File: src/rtl/regfile_wb_arbiter.sv
// Write-port arbiter for the register file: ALU and load queues share one
// registered write port, memory has priority unless the ALU has starved.
module regfile_wb_arbiter #(
    parameter int DATA_W       = 16,
    parameter int ADDR_W       = 3,
    parameter int DEPTH        = 2,
    parameter int STARVE_LIMIT = 3
) (
    input  logic                 clk,
    input  logic                 reset,
    input  logic                 alu_valid,
    output logic                 alu_ready,
    input  logic [ADDR_W-1:0]    alu_addr,
    input  logic [DATA_W-1:0]    alu_data,
    input  logic                 mem_valid,
    output logic                 mem_ready,
    input  logic [ADDR_W-1:0]    mem_addr,
    input  logic [DATA_W-1:0]    mem_data,
    output logic                 write_back,
    output logic [ADDR_W-1:0]    write_addr,
    output logic [DATA_W-1:0]    write_data,
    output logic                 grant_mem,
    output logic [2**ADDR_W-1:0] busy_mask
);

    localparam int PTR_W = (DEPTH < 2) ? 1 : $clog2(DEPTH);
    localparam int CNT_W = $clog2(DEPTH + 1);
    localparam int SC_W  = (STARVE_LIMIT < 1) ? 1 : $clog2(STARVE_LIMIT + 1);
    localparam logic [CNT_W-1:0] DEPTH_C  = CNT_W'(DEPTH);
    localparam logic [SC_W-1:0]  STARVE_C = SC_W'(STARVE_LIMIT);

    logic [ADDR_W-1:0] alu_addr_q [DEPTH];
    logic [DATA_W-1:0] alu_data_q [DEPTH];
    logic [ADDR_W-1:0] mem_addr_q [DEPTH];
    logic [DATA_W-1:0] mem_data_q [DEPTH];

    logic [PTR_W-1:0] alu_rd, alu_wr, mem_rd, mem_wr;
    logic [CNT_W-1:0] alu_cnt, mem_cnt;
    logic [SC_W-1:0]  starve_cnt;

    logic alu_push, mem_push, alu_pop, mem_pop, alu_ne, mem_ne;

    // Ready looks only at occupancy, so a full queue refuses even while popping.
    assign alu_ready = (alu_cnt < DEPTH_C) && !reset;
    assign mem_ready = (mem_cnt < DEPTH_C) && !reset;
    assign alu_push  = alu_valid && alu_ready;
    assign mem_push  = mem_valid && mem_ready;

    assign alu_ne  = (alu_cnt != '0);
    assign mem_ne  = (mem_cnt != '0);
    assign alu_pop = alu_ne && (!mem_ne || (starve_cnt == STARVE_C));
    assign mem_pop = mem_ne && !alu_pop;

    always_ff @(posedge clk) begin
        if (alu_push) begin
            alu_addr_q[alu_wr] <= alu_addr;
            alu_data_q[alu_wr] <= alu_data;
        end
        if (mem_push) begin
            mem_addr_q[mem_wr] <= mem_addr;
            mem_data_q[mem_wr] <= mem_data;
        end
    end

    always_ff @(posedge clk) begin
        if (reset) begin
            alu_rd     <= '0;
            alu_wr     <= '0;
            alu_cnt    <= '0;
            mem_rd     <= '0;
            mem_wr     <= '0;
            mem_cnt    <= '0;
            starve_cnt <= '0;
        end else begin
            if (alu_push) alu_wr <= alu_wr + PTR_W'(1);
            if (alu_pop)  alu_rd <= alu_rd + PTR_W'(1);
            if (mem_push) mem_wr <= mem_wr + PTR_W'(1);
            if (mem_pop)  mem_rd <= mem_rd + PTR_W'(1);
            alu_cnt <= alu_cnt + CNT_W'(alu_push) - CNT_W'(alu_pop);
            mem_cnt <= mem_cnt + CNT_W'(mem_push) - CNT_W'(mem_pop);
            if (!alu_ne || alu_pop)
                starve_cnt <= '0;
            else if (starve_cnt != STARVE_C)
                starve_cnt <= starve_cnt + SC_W'(1);
        end
    end

    always_ff @(posedge clk) begin
        if (reset) begin
            write_back <= 1'b0;
            write_addr <= '0;
            write_data <= '0;
            grant_mem  <= 1'b0;
        end else if (alu_pop) begin
            write_back <= 1'b1;
            write_addr <= alu_addr_q[alu_rd];
            write_data <= alu_data_q[alu_rd];
            grant_mem  <= 1'b0;
        end else if (mem_pop) begin
            write_back <= 1'b1;
            write_addr <= mem_addr_q[mem_rd];
            write_data <= mem_data_q[mem_rd];
            grant_mem  <= 1'b1;
        end else begin
            write_back <= 1'b0;
        end
    end

    // Walk each queue from its head; slot i is live when i < count.
    always_comb begin
        busy_mask = '0;
        for (int unsigned i = 0; i < DEPTH; i++) begin
            if (CNT_W'(i) < alu_cnt)
                busy_mask[alu_addr_q[alu_rd + PTR_W'(i)]] = 1'b1;
            if (CNT_W'(i) < mem_cnt)
                busy_mask[mem_addr_q[mem_rd + PTR_W'(i)]] = 1'b1;
        end
        if (write_back)
            busy_mask[write_addr] = 1'b1;
    end

endmodule

File: config.mk
export PLATFORM = sky130hd
export DESIGN_NAME = regfile_wb_arbiter
export DESIGN_NICKNAME = d
export VERILOG_FILES = /design/src/rtl/regfile_wb_arbiter.sv
export SDC_FILE = /design/constraint.sdc
export NUM_CORES = 1
export LEC_CHECK = 0
export ABC_AREA = 1
export CAP_MARGIN = 20
export CORE_MARGIN = 5
export CORE_UTILIZATION = 49
export DETAILED_ROUTE_END_ITERATION = 12
export PLACE_DENSITY_LB_ADDON = 0.15
export SLEW_MARGIN = 20
export SYNTH_ARGS = -nofsm -noshare
export SYNTH_HDL_FRONTEND = slang
export SYNTH_SLANG_ARGS = --single-unit
File: constraint.sdc
create_clock -name clk -period 2.3 [get_ports clk]
set_clock_uncertainty 0.1 [all_clocks]
set_input_delay 0.46 -clock clk [delete_from_list [all_inputs] [get_ports clk]]
set_output_delay 0.46 -clock clk [all_outputs]
set_load 0.005 [all_outputs]
==> metrics.yaml, run 1 <==
outcome:
  outcome: "finished, final reports clean"
final_layout:
  fillers: 853
  leading_cell_types_in_the_layout_fill_and_taps_excluded: "sky130_fd_sc_hd__nor2_1, sky130_fd_sc_hd__nand2_1, sky130_fd_sc_hd__edfxtp_1"
  syn_to_final_growth_pct: 26.08
  finish.net_count: 663
  finish.instance_area_um2: 6115
  final_common_cell: "sky130_fd_sc_hd__nor2_1"
  ant_cells: 0
  layout-drive-gt1-share_pct: 15.94
sta:
  rsz0062_at_grt: "yes"
  finalWorstSetupSlack_ns: 0.02426
  timing.final.max_slew_violations: 0
  fin_tns_setup_ns: 0
  min_period_over_period_pct: 98.95
  hold-worst-slack_ns: 0.3299
  timing.slew.headroom_pct: 68.28
  final_period_minus_worst_setup_slack_ns: 2.276
  final-setup-viol-count: 0
  max_slew.worst_pin.slew_ns: 0.4753
  timing_hold_violations_final: 0
  max_freq_mhz: 439.4
power_and_ir_drop:
  power.net_switching_mw: 2.754
  total_power_mw: 6.883
  switching_power_as_a_share_of_total_power_pct: 40.01
  total_leakage_power_nw: 2.474
  vdd.ir_drop.worst_uv: 680.3
  power_frac_comb_pct: 44.8
  pwr-share-seq_pct: 39.7
  power.density_cell_area_nw_per_um2: 1126
  cellInternalPower_mw: 4.129
  power_frac_clock_pct: 15.5
yosys:
  ys_types: 27
  syn_nets: 577
  synthDominantCellAreaShare_pct: 47.06
  synth.largest_area_cell: "sky130_fd_sc_hd__edfxtp_1"
  yosys-top-cells-area: "sky130_fd_sc_hd__edfxtp_1, sky130_fd_sc_hd__dfxtp_1, sky130_fd_sc_hd__nand2_1, sky130_fd_sc_hd__nor2_1, sky130_fd_sc_hd__nand3_1"
  avgSynthCellArea_um2: 9.150
  yosys_warnings: 0
  yosysSeqAreaShare_pct: 60.68
  area_of_the_mapped_netlist_um2: 4850
  synth_seq_cells: 109
  postSynthCellCount: 530
cts:
  postCtsHoldBufs: 0
  clock_transition_at_the_registers_of_the_reported_paths_ns: 0.10
  clockRootBuffer: "sky130_fd_sc_hd__clkbuf_8"
  cts-buffers-inserted: 9
  cts-root-to-sink-buffers: 2
  clock_tree.htree_level_count: 3
  clkLatencyLatePin_ns: 0.36
  cts_sinks: 109
  cts_tree: "done"
worst_hold_path:
  whs_path_depth: 1
  holdPathEnd: "starve_cnt[0]"
  worstHoldPathType: "flop to flop"
  worst_hold_startpoint: "starve_cnt[0]"
place:
  dp_slack_ns: -0.05764
  gp_routability_congestion: 0.8933
  place_hpwl_um: 8056
  area_post_placement_um2: 5797
  io_buffer_count: 72
floorplan:
  num_rows: 36
  pin_count: 73
  fp.dieW_um: 109.5
  chipHeight_um: 109.5
  fp.dieArea_um2: 11990
  core_um2: 9729
  initial_core_utilization_pct: 49.85
critical_path:
  rr_startpoint: "mem_cnt[1]"
  critPathLaunchType: "primary input"
  crit_top_cell: "sky130_fd_sc_hd__clkdlybuf4s50_1"
  slowest_stage: "sky130_fd_sc_hd__clkdlybuf4s50_1"
  path_max_fanout: 3
  worst-r2r-cell-count: 10
  regToRegEndpoint: "alu_cnt[1]"
  critical_path.top_delay_family: "buffers and inverters"
  setup.reg_to_reg.worst_slack_ns: 0.35
  timing.setup.critical_path_class: "primary input to primary output"
  critical_path_arrival_ns: 1.72
  critical_path.endpoint_type: "primary output"
  crit_required_ns: 1.74
  critical-path-max-stage-delay_ns: 0.54
  critical_path.cell_chain: "clkdlybuf4s50_1, nor2_1, clkdlybuf4s50_1"
  worst-path-buf-inv: 2
grt:
  globalRouteOverflowTotal: 0
  grt_start_max_net_pins: 20
  antenna_violations_before_repair: 0
  wire_length_of_the_first_global_routing_pass_um: 17600
  grt.total_usage_pct: 19.21
  via_count_of_the_first_global_routing_pass: 3747
routing:
  via_total_after_detailed_routing: 3823
  drt_drc_violations_left: 0
  drt-wirelength-per-cell_um: 14.60
  drt_first_pass_iters: 4
  detailedRoute.firstIterationViolations: 243
  drtAntennaViolNets: 0
  finalWirelength_um: 11010
  avgViaCountPerCell: 5.070
job:
  drv_cap: 0
-- Yosys cell counts (all sizes together) --
cell type	number
xor2	2
buf	16
nand2	147
inv	28
clkbuf	2
edfxtp	76
dfxtp	33
nand3	48
a21boi	9
nor3	2
nor2	129
a21oi	8
ha	5
nand3b	2
o21ai	22
clkinv	1
-- flip-flops by register name (all words and copies together) (netlist names), named ones only --
name and cells:
alu_data_q 32, mem_data_q 32, write_data 16, alu_addr_q 6, mem_addr_q 6, write_addr 3
alu_cnt 2, mem_cnt 2, starve_cnt 2, alu_rd 1, alu_wr 1, grant_mem 1
mem_rd 1, mem_wr 1, write_back 1
-- how the worst max path moves through the flow --
stage	from	to	slack, ns	depth (start not counted)
final	reset	alu_ready	0.02	3
after global routing	alu_addr_q[1][2]	busy_mask[6]	-0.02	7
after CTS	alu_rd	busy_mask[7]	-0.11	8
after detailed placement	reset	mem_cnt[1]	-0.06	9
after global placement	reset	alu_cnt[1]	0.007	9
after floorplan	reset	mem_addr_q[1][0]	0.03	4
-- timing repair --
action                                  4_1_cts  5_1_grt
endpoints found under the hold margin         0        0
pin swaps                                     2       15
gates resized for setup                      36       31
endpoints found under the setup margin        8        8
buffers inserted                              1        2
-- routing by layer --
layer  global-route usage, %  up-vias  routed length, um
li1                        -     1914                  -
met1                   22.94     1809               4456
met2                   34.87       89               5842
met3                   3.817       11                528
met4                   5.699        0                178
met5                       0        -                  0
-- cell type report --
| type | count | area, um^2 | area share, % |
|---|---|---|---|
| clock buffers | 9 | 123.9 | 2.026 |
| clock inverters | 7 | 56.30 | 0.9208 |
| inverters | 29 | 131.4 | 2.149 |
| multi-input cells | 374 | 1762 | 28.81 |
| flip-flops and latches | 109 | 2963 | 48.46 |
| well taps | 133 | 166.4 | 2.722 |
| repair buffers | 93 | 912.1 | 14.92 |
-- logic make-up (layout without fill, tap and decap cells) --
logic type,Yosys count,in the layout,synth area share (%)
flip-flops,109,109,60.68
AND/OR/NAND/NOR,328,328,28.28
adder cells (fa/ha/maj),5,5,1.290
XOR/XNOR,2,2,0.3613
buffers and inverters,47,138,4.825
AO/OA/AOI/OAI,39,39,4.567
-- power by group through the flow --
stage               clock, mW  combinational [mW]  sequential (mW)
floorplan                   0                1.93             2.65
global placement            0                2.92             2.72
detailed placement          0                2.98             2.73
CTS                      1.09                3.00             2.72
global route             1.17                3.47             2.77
finish                   1.07                3.08             2.73
-- metrics by stage --
stage | instances | util, %
detailed placement | 735 | 59.58
global placement | 735 | 59.58
global route | 754 | 62.85
finish | 754 | 62.85
CTS | 752 | 62.02
floorplan | 530 | -
-- worst register-to-register path, stage by stage, from the launching register on --
cell and delay [ns]:
sky130_fd_sc_hd__dfxtp_4 0.40, sky130_fd_sc_hd__buf_4 0.16, sky130_fd_sc_hd__nor2_1 0.06, sky130_fd_sc_hd__nor2_1 0.20, sky130_fd_sc_hd__nor2_4 0.05, sky130_fd_sc_hd__ha_1 0.27, sky130_fd_sc_hd__inv_1 0.06, sky130_fd_sc_hd__ha_1 0.15
sky130_fd_sc_hd__xor2_1 0.18, sky130_fd_sc_hd__o21ai_0 0.09, sky130_fd_sc_hd__a21oi_1 0.15
Power figures use the tool's default switching activity.
==> run 2: changes to the inputs <==
--- a/config.mk
+++ b/config.mk
@@ -5,10 +5,9 @@
 export SDC_FILE = /design/constraint.sdc
 export NUM_CORES = 1
 export LEC_CHECK = 0
-export ABC_AREA = 1
 export CAP_MARGIN = 20
 export CORE_MARGIN = 5
-export CORE_UTILIZATION = 49
+export CORE_UTILIZATION = 48
 export DETAILED_ROUTE_END_ITERATION = 12
 export PLACE_DENSITY_LB_ADDON = 0.15
 export SLEW_MARGIN = 20
==> run 2 against run 1 <==
Non-clock buffer count rose by 41. The flow now finishes with violations (setup timing). Critical path type is now flop to primary output. Synthesized area fell by 3.7%. Largest cell class unchanged. Via count fell by 14%. Combinational power fell by 14%. Highest routed layer unchanged.
==> metrics.yaml, run 2 <==
power_and_ir_drop:
  total_leakage_power_nw: 2.336  # -5.6%
  vdd.ir_drop.worst_uv: 644.0  # -5.3%
  total_power_mw: 6.585  # -4.3%
  power.density_cell_area_nw_per_um2: 1049  # -6.8%
place:
  dp_slack_ns: -0.1746  # -0.1170 ns
  dp.cells: 591  # -20%
  place_hpwl_um: 7452  # -7.5%
  gp_routability_congestion: 0.7805  # -13%
  io_buffer_count: 72  # unchanged
routing:
  drt-wirelength-per-cell_um: 17.44  # +20%
  avgViaCountPerCell: 5.307  # +4.7%
  drt_drc_violations_left: 0  # unchanged
  finalWirelength_um: 10870  # -1.3%
  drt_first_pass_iters: 4  # unchanged
  drtAntennaViolNets: 0  # unchanged
  via_total_after_detailed_routing: 3306  # -14%
  detailedRoute.firstIterationViolations: 174  # -28%
yosys:
  synth_edf_count: 76  # unchanged
  synth_ff_type: "sky130_fd_sc_hd__edfxtp_1"
  yosys-top-cells-area: "sky130_fd_sc_hd__edfxtp_1, sky130_fd_sc_hd__dfxtp_1, sky130_fd_sc_hd__mux2_2, sky130_fd_sc_hd__a22oi_1, sky130_fd_sc_hd__nand2_1"
  synthDominantCellAreaShare_pct: 48.86  # +1.8 points
  synth_seq_cells: 109  # unchanged
  synth-async-reset-ratio_pct: 0  # unchanged
  yosys_warnings: 0  # unchanged
  postSynthCellCount: 358  # -32%
  yosys.cell_count.top_type: "sky130_fd_sc_hd__edfxtp_1"
  area_of_the_mapped_netlist_um2: 4671  # -3.7%
  synth.largest_area_cell: "sky130_fd_sc_hd__edfxtp_1"
  synth_top_cells_by_count: "sky130_fd_sc_hd__edfxtp_1, sky130_fd_sc_hd__dfxtp_1, sky130_fd_sc_hd__nand2_1, sky130_fd_sc_hd__nor2_1, sky130_fd_sc_hd__mux2_2"
  yosysSeqAreaShare_pct: 63.01  # +2.3 points
  syn_nets: 405  # -30%
  ys_types: 51  # +89%
  avgSynthCellArea_um2: 13.05  # +43%
final_layout:
  largest_registers: "alu_data_q (32), mem_data_q (32), write_data (16)"
  syn_to_final_growth_pct: 34.40
  final_common_cell: "sky130_fd_sc_hd__edfxtp_1"
  finish.net_count: 532  # -20%
  layout.area.seq_um2: 2953  # -0.34%
  ant_cells: 0  # unchanged
  layout-drive-gt1-share_pct: 31.02  # +15 points
  fillers: 774  # -9.3%
  multiInputGateArea_um2: 1667  # -5.4%
  final_cells: 623  # -17%
  leading_cell_types_in_the_layout_fill_and_taps_excluded: "sky130_fd_sc_hd__edfxtp_1, sky130_fd_sc_hd__clkdlybuf4s50_1, sky130_fd_sc_hd__buf_4"
floorplan:
  fp.dieW_um: 108.6  # -0.77%
  initial_core_utilization_pct: 48.46  # -1.4 points
  num_rows: 36  # unchanged
  pin_count: 73  # unchanged
  chipHeight_um: 108.6  # -0.77%
  fp.dieArea_um2: 11800  # -1.5%
  core_um2: 9639  # -0.93%
cts:
  clkLatencyLatePin_ns: 0.37  # about the same
  cts_sinks: 109  # unchanged
  clock_transition_at_the_registers_of_the_reported_paths_ns: 0.11  # about the same
  cts-root-to-sink-buffers: 2  # unchanged
  cts-buffers-inserted: 9  # unchanged
  cts_tree: "done"
  clock_tree.htree_level_count: 3  # unchanged
  clockRootBuffer: "sky130_fd_sc_hd__clkbuf_8"
critical_path:
  critPathLaunchType: "flop"
  critical_path.cell_chain: "nor2b_2, a22oi_2, nor3_1, or4_1, buf_2"
  setup.reg_to_reg.worst_slack_ns: 0.17  # -0.18 ns
  critical-path-max-stage-delay_ns: 0.53  # about the same
  path_max_fanout: 8  # +5
  timing.setup.critical_path_class: "flop to primary output"
  slowest_stage: "sky130_fd_sc_hd__or4_1"
  regToRegEndpoint: "alu_cnt[1]"
  critical_path.endpoint_type: "primary output"
  crit_required_ns: 1.74  # about the same
  rr_startpoint: "mem_cnt[1]"
  worst-path-buf-inv: 1  # -1
  worst-r2r-cell-count: 11  # +1
  critical_path_arrival_ns: 1.89  # +0.17 ns
  critical_path.top_delay_family: "simple AND/OR/NAND/NOR gates"
sta:
  final_period_minus_worst_setup_slack_ns: 2.447  # +0.1714 ns
  timing.slew.headroom_pct: 68.11  # -0.17 points
  max_freq_mhz: 408.6  # -7.0%
  final-setup-viol-count: 8  # +8
  min_period_over_period_pct: 106.4  # +7.5 points
  finalWorstSetupSlack_ns: -0.1471  # -0.1714 ns
  max_slew.worst_pin.slew_ns: 0.4662  # -0.009050 ns
  timing.final.max_slew_violations: 0  # unchanged
  rsz0062_at_grt: "yes"
  timing_hold_violations_final: 0  # unchanged
grt:
  wire_length_of_the_first_global_routing_pass_um: 16940  # -3.8%
  grt.total_usage_pct: 18.86  # -0.35 points
  gr-usage-met3_pct: 3.730  # -0.087 points
  grt_busiest_layer: "met2"
  grt_util_met2_pct: 31.51  # -3.4 points
  antenna_violations_before_repair: 0  # unchanged
  globalRouteOverflowTotal: 0  # unchanged
  use_met1_pct: 24.99  # +2.1 points
  via_count_of_the_first_global_routing_pass: 3346  # -11%
  grt_start_max_net_pins: 32  # +60%
worst_hold_path:
  holdPathEnd: "starve_cnt[0]"
  worstHoldPathType: "flop to flop"
  whs_path_depth: 1  # unchanged
  worst_hold_startpoint: "starve_cnt[0]"
outcome:
  outcome: "finished with violations"
  failed_checks: "setup timing"
job:
  drv_cap: 0  # unchanged
run 2: changes by cell type in the layout (fill, tap and decap cells not counted), sizes merged, moves of 20 or more:
cell,change
buf,+49
nand3,-47
mux2,+27
nor2,-98
nand2,-117
o21ai,-20
run 2: logic make-up (layout without fill, tap and decap cells):
group	Yosys count	in the layout	share of synthesized area, %
DFF	109	109	63.01
and+or+nand+nor	102	102	11.17
AOI/OAI and AO/OA	73	73	11.95
muxes	31	31	7.367
buffers and inverters	30	162	3.670
xor gates and xnor gates	8	8	1.500
adders and majority gates	5	5	1.339
run 2: where the power goes:
group / internal (mW) / switching, mW / leakage (nW)
Combinational: 1.40 / 1.24 / 1.25
Sequential: 2.43 / 0.229 / 0.970
Clock: 0.550 / 0.725 / 0.116
Total: 4.39 / 2.20 / 2.34
run 2: what timing repair did:
item / CTS / global route
hold buffers: 0 / 0
setup endpoints to repair: 10 / 11
buffers inserted: 8 / 8
pin swaps: 17 / 10
resized for setup: 55 / 15
run 2: cell type report:
| class | count | area share [%] |
|---|---|---|
| Clock inverter | 7 | 1.754 |
| Multi-Input combinational cell | 219 | 26.55 |
| Inverter | 12 | 0.7574 |
| Timing Repair Buffer | 134 | 19.27 |
| Sequential cell | 109 | 47.04 |
| Tap cell | 133 | 2.651 |
| Clock buffer | 9 | 1.973 |
run 2: worst max path at each step:
stage	startpoint	to	slack [ns]	depth (start not counted)
after floorplan	reset	alu_addr_q[0][0]	0.08	4
after global placement	alu_rd	busy_mask[4]	-0.15	5
after detailed placement	alu_rd	busy_mask[4]	-0.17	5
after CTS	flop	busy_mask[1]	-0.17	6
after global routing	mem_addr_q[0][1]	busy_mask[6]	-0.30	5
final	flop	busy_mask[1]	-0.15	5
run 2: metal layers:
metal	vias up	wire length (um)	part of all wire (%)
li1	1607	-	-
met1	1603	4702	43
met2	83	5463	50
met3	13	550	5.1
met4	0	152	1.4
met5	-	0	0
run 2: through the flow:
step,setup TNS [ns],instance area (um^2),utilization (%),hold slack [ns]
2_1_floorplan,0,4671,-,0.2961
3_3_place_gp,-0.6957,5834,60.53,0.3041
3_5_place_dp,-0.8939,5834,60.53,0.3107
4_1_cts,-0.9616,6167,63.98,0.3260
5_1_grt,-1.680,6277,65.12,0.3442
6_report,-0.8801,6277,65.12,0.3218
==> run 3: changes to the inputs <==
==> constraint.sdc (replaced) <==
create_clock -name clk -period 2.3 [get_ports clk]
set_clock_uncertainty 0.1 [all_clocks]
set_input_delay 0.345 -clock clk [delete_from_list [all_inputs] [get_ports clk]]
set_output_delay 0.345 -clock clk [all_outputs]
set_load 0.005 [all_outputs]
==> run 3 against run 2 <==
The flow still finishes with violations (setup timing). Critical path depth unchanged. Sequential cell count unchanged. Via count down 3.6%. Fmax up 3.8%. Die area unchanged. Non-clock buffer count down 18. Cell count down 2.9%. Hold slack better by 0.0044 ns. Clock-buffer cell count up 1. Routed wire length down 2.8%. First-iteration DRC count down 29%. Largest cell class unchanged.
==> metrics.yaml, run 3 (same netlist as run 2, synthesis figures left out) <==
critical_path:
  critical_path_arrival_ns: 1.91  # +0.02 ns
  worst-r2r-cell-count: 9  # -2
  timing.setup.critical_path_class: "flop to primary output"
  critical-path-max-stage-delay_ns: 0.49  # -0.04 ns
  setup.reg_to_reg.worst_slack_ns: 0.19  # +0.02 ns
  startpoint: "alu_addr_q[0][1]"
  crit_required_ns: 1.86  # +0.12 ns
  slowest_stage: "sky130_fd_sc_hd__edfxtp_1"
  critPathLaunchType: "flop"
  rr_startpoint: "starve_cnt[0]"
  worst_setup_path_endpoint: "busy_mask[2]"
  critical_path.cell_chain: "buf_4, a32o_2, a32o_1, a211o_1, buf_2"
  regToRegEndpoint: "alu_cnt[1]"
  path_max_fanout: 5  # -3
  critical_path.endpoint_type: "primary output"
place:
  io_buffer_count: 72  # unchanged
  place_hpwl_um: 7433  # -0.25%
  dp_slack_ns: -0.02513  # +0.1495 ns
  gp_routability_congestion: 0.8816  # +13%
grt:
  grt_start_max_net_pins: 24  # -25%
  via_count_of_the_first_global_routing_pass: 3338  # -0.24%
  grt.total_usage_pct: 19.27  # +0.42 points
  wire_length_of_the_first_global_routing_pass_um: 17090  # +0.90%
  antenna_violations_before_repair: 0  # unchanged
  globalRouteOverflowTotal: 0  # unchanged
sta:
  timing.final.max_slew_violations: 0  # unchanged
  min_period_over_period_pct: 102.5  # -3.9 points
  final_period_minus_worst_setup_slack_ns: 2.356  # -0.09067 ns
  timing_hold_violations_final: 0  # unchanged
  fin_tns_setup_ns: -0.2343  # +0.6459 ns
  final-setup-viol-count: 6  # -2
  finalWorstSetupSlack_ns: -0.05646  # +0.09067 ns
  max_slew.worst_pin.slew_ns: 0.5336  # +0.06736 ns
  max_freq_mhz: 424.4  # +3.8%
  timing.slew.headroom_pct: 63.51  # -4.6 points
  rsz0062_at_grt: "yes"
routing:
  drtAntennaViolNets: 0  # unchanged
  detailedRoute.firstIterationViolations: 124  # -29%
  drt_first_pass_iters: 4  # unchanged
  via_total_after_detailed_routing: 3187  # -3.6%
  avgViaCountPerCell: 5.268  # -0.73%
  drt_drc_violations_left: 0  # unchanged
  drt-wirelength-per-cell_um: 17.46  # about the same
  finalWirelength_um: 10560  # -2.8%
cts:
  clock_transition_at_the_registers_of_the_reported_paths_ns: 0.10  # about the same
  clkLatencyLatePin_ns: 0.37  # about the same
  cts-root-to-sink-buffers: 2  # unchanged
  postCtsHoldBufs: 0  # unchanged
  cts-buffers-inserted: 9  # unchanged
  clockRootBuffer: "sky130_fd_sc_hd__clkbuf_8"
  clock_tree.htree_level_count: 3  # unchanged
  cts_tree: "done"
  cts_sinks: 109  # unchanged
final_layout:
  ant_cells: 0  # unchanged
  leading_cell_types_in_the_layout_fill_and_taps_excluded: "sky130_fd_sc_hd__edfxtp_1, sky130_fd_sc_hd__clkdlybuf4s50_1, sky130_fd_sc_hd__buf_4"
  layout-drive-gt1-share_pct: 25.85  # -5.2 points
  fillers: 790  # +2.1%
  largest_registers: "alu_data_q (32), mem_data_q (32), write_data (16)"
  finish.net_count: 514  # -3.4%
  syn_to_final_growth_pct: 30.62
  final_common_cell: "sky130_fd_sc_hd__edfxtp_1"
worst_hold_path:
  worstHoldPathType: "flop to flop"
floorplan:
  fp.dieArea_um2: 11800  # unchanged
  chipHeight_um: 108.6  # unchanged
  fp.dieW_um: 108.6  # unchanged
  initial_core_utilization_pct: 48.46  # unchanged
  num_rows: 36  # unchanged
  core_um2: 9639  # unchanged
  pin_count: 73  # unchanged
outcome:
  outcome: "finished with violations"
  failed_checks: "setup timing"
power_and_ir_drop:
  total_leakage_power_nw: 2.233  # -4.4%
  power.density_cell_area_nw_per_um2: 1050  # about the same
  vdd.ir_drop.worst_uv: 747.9  # +16%
job:
  drv_cap: 0  # unchanged
## run 3: cell types whose count changed in the layout (fill, tap and decap cells not counted), sizes merged
| cell | before | now |
|---|---|---|
| buf | 70 | 52 |
| clkinv | 3 | 1 |
| clkbuf | 9 | 10 |
| bufinv | 1 | 2 |
| dlymetal6s2s | 1 | 0 |
| clkdlybuf4s50 | 63 | 64 |
## run 3: worst min-delay path by stage
stage / from / end / cells after the start
2_1_floorplan: starve_cnt[0] / starve_cnt[0] / 1
3_3_place_gp: starve_cnt[0] / starve_cnt[0] / 1
3_5_place_dp: starve_cnt[0] / starve_cnt[0] / 1
4_1_cts: starve_cnt[0] / starve_cnt[0] / 1
5_1_grt: starve_cnt[0] / starve_cnt[0] / 1
6_report: starve_cnt[0] / starve_cnt[0] / 1
## run 3: worst max-delay path: cells and delay by family, from the launching register on
kind,cells,cell delay (ns)
AO/OA/AOI/OAI,3,0.74
flip-flops,1,0.49
buffers and inverters,2,0.32
## run 3: per-layer routing
layer	track usage (%)	part of all wire, %	vias up
met5	0	0	-
met4	5.050	0.82	0
met3	5.151	4.5	8
met2	31.11	48	69
met1	25.93	46	1545
li1	-	-	1565
## run 3: area by class of cell
class / instances / area (um^2) / share of cell area [%]
Tap cell: 133 / 166.4 / 2.728
Sequential cell: 109 / 2953 / 48.40
Timing Repair Buffer: 116 / 1072 / 17.58
Clock buffer: 10 / 127.6 / 2.092
Inverter: 12 / 47.55 / 0.7793
Multi-Input combinational cell: 219 / 1639 / 26.87
Clock inverter: 6 / 95.09 / 1.559
## run 3: repair_timing
item                       CTS  global route
hold endpoints to repair     0             0
pin swaps                   13             4
setup buffers               12             1
gates resized for setup     56             3
setup endpoints to repair    8             8
## run 3: per-stage QoR
stage / total power [mW] / hold WS (ns) / util, % / instance area [um^2] / instances
2_1_floorplan: 4.094 / 0.2961 / - / 4671 / 358
3_3_place_gp: 5.122 / 0.3040 / 59.36 / 5722 / 576
3_5_place_dp: 5.157 / 0.3153 / 59.36 / 5722 / 576
4_1_cts: 6.460 / 0.3306 / 63.03 / 6076 / 604
5_1_grt: 6.817 / 0.3595 / 63.29 / 6101 / 605
6_report: 6.403 / 0.3261 / 63.29 / 6101 / 605
## run 3: report_power, final
part	switching, mW	internal (mW)	leakage [nW]
clock network	0.648	0.630	0.112
registers	0.231	2.43	0.970
logic	1.19	1.27	1.15
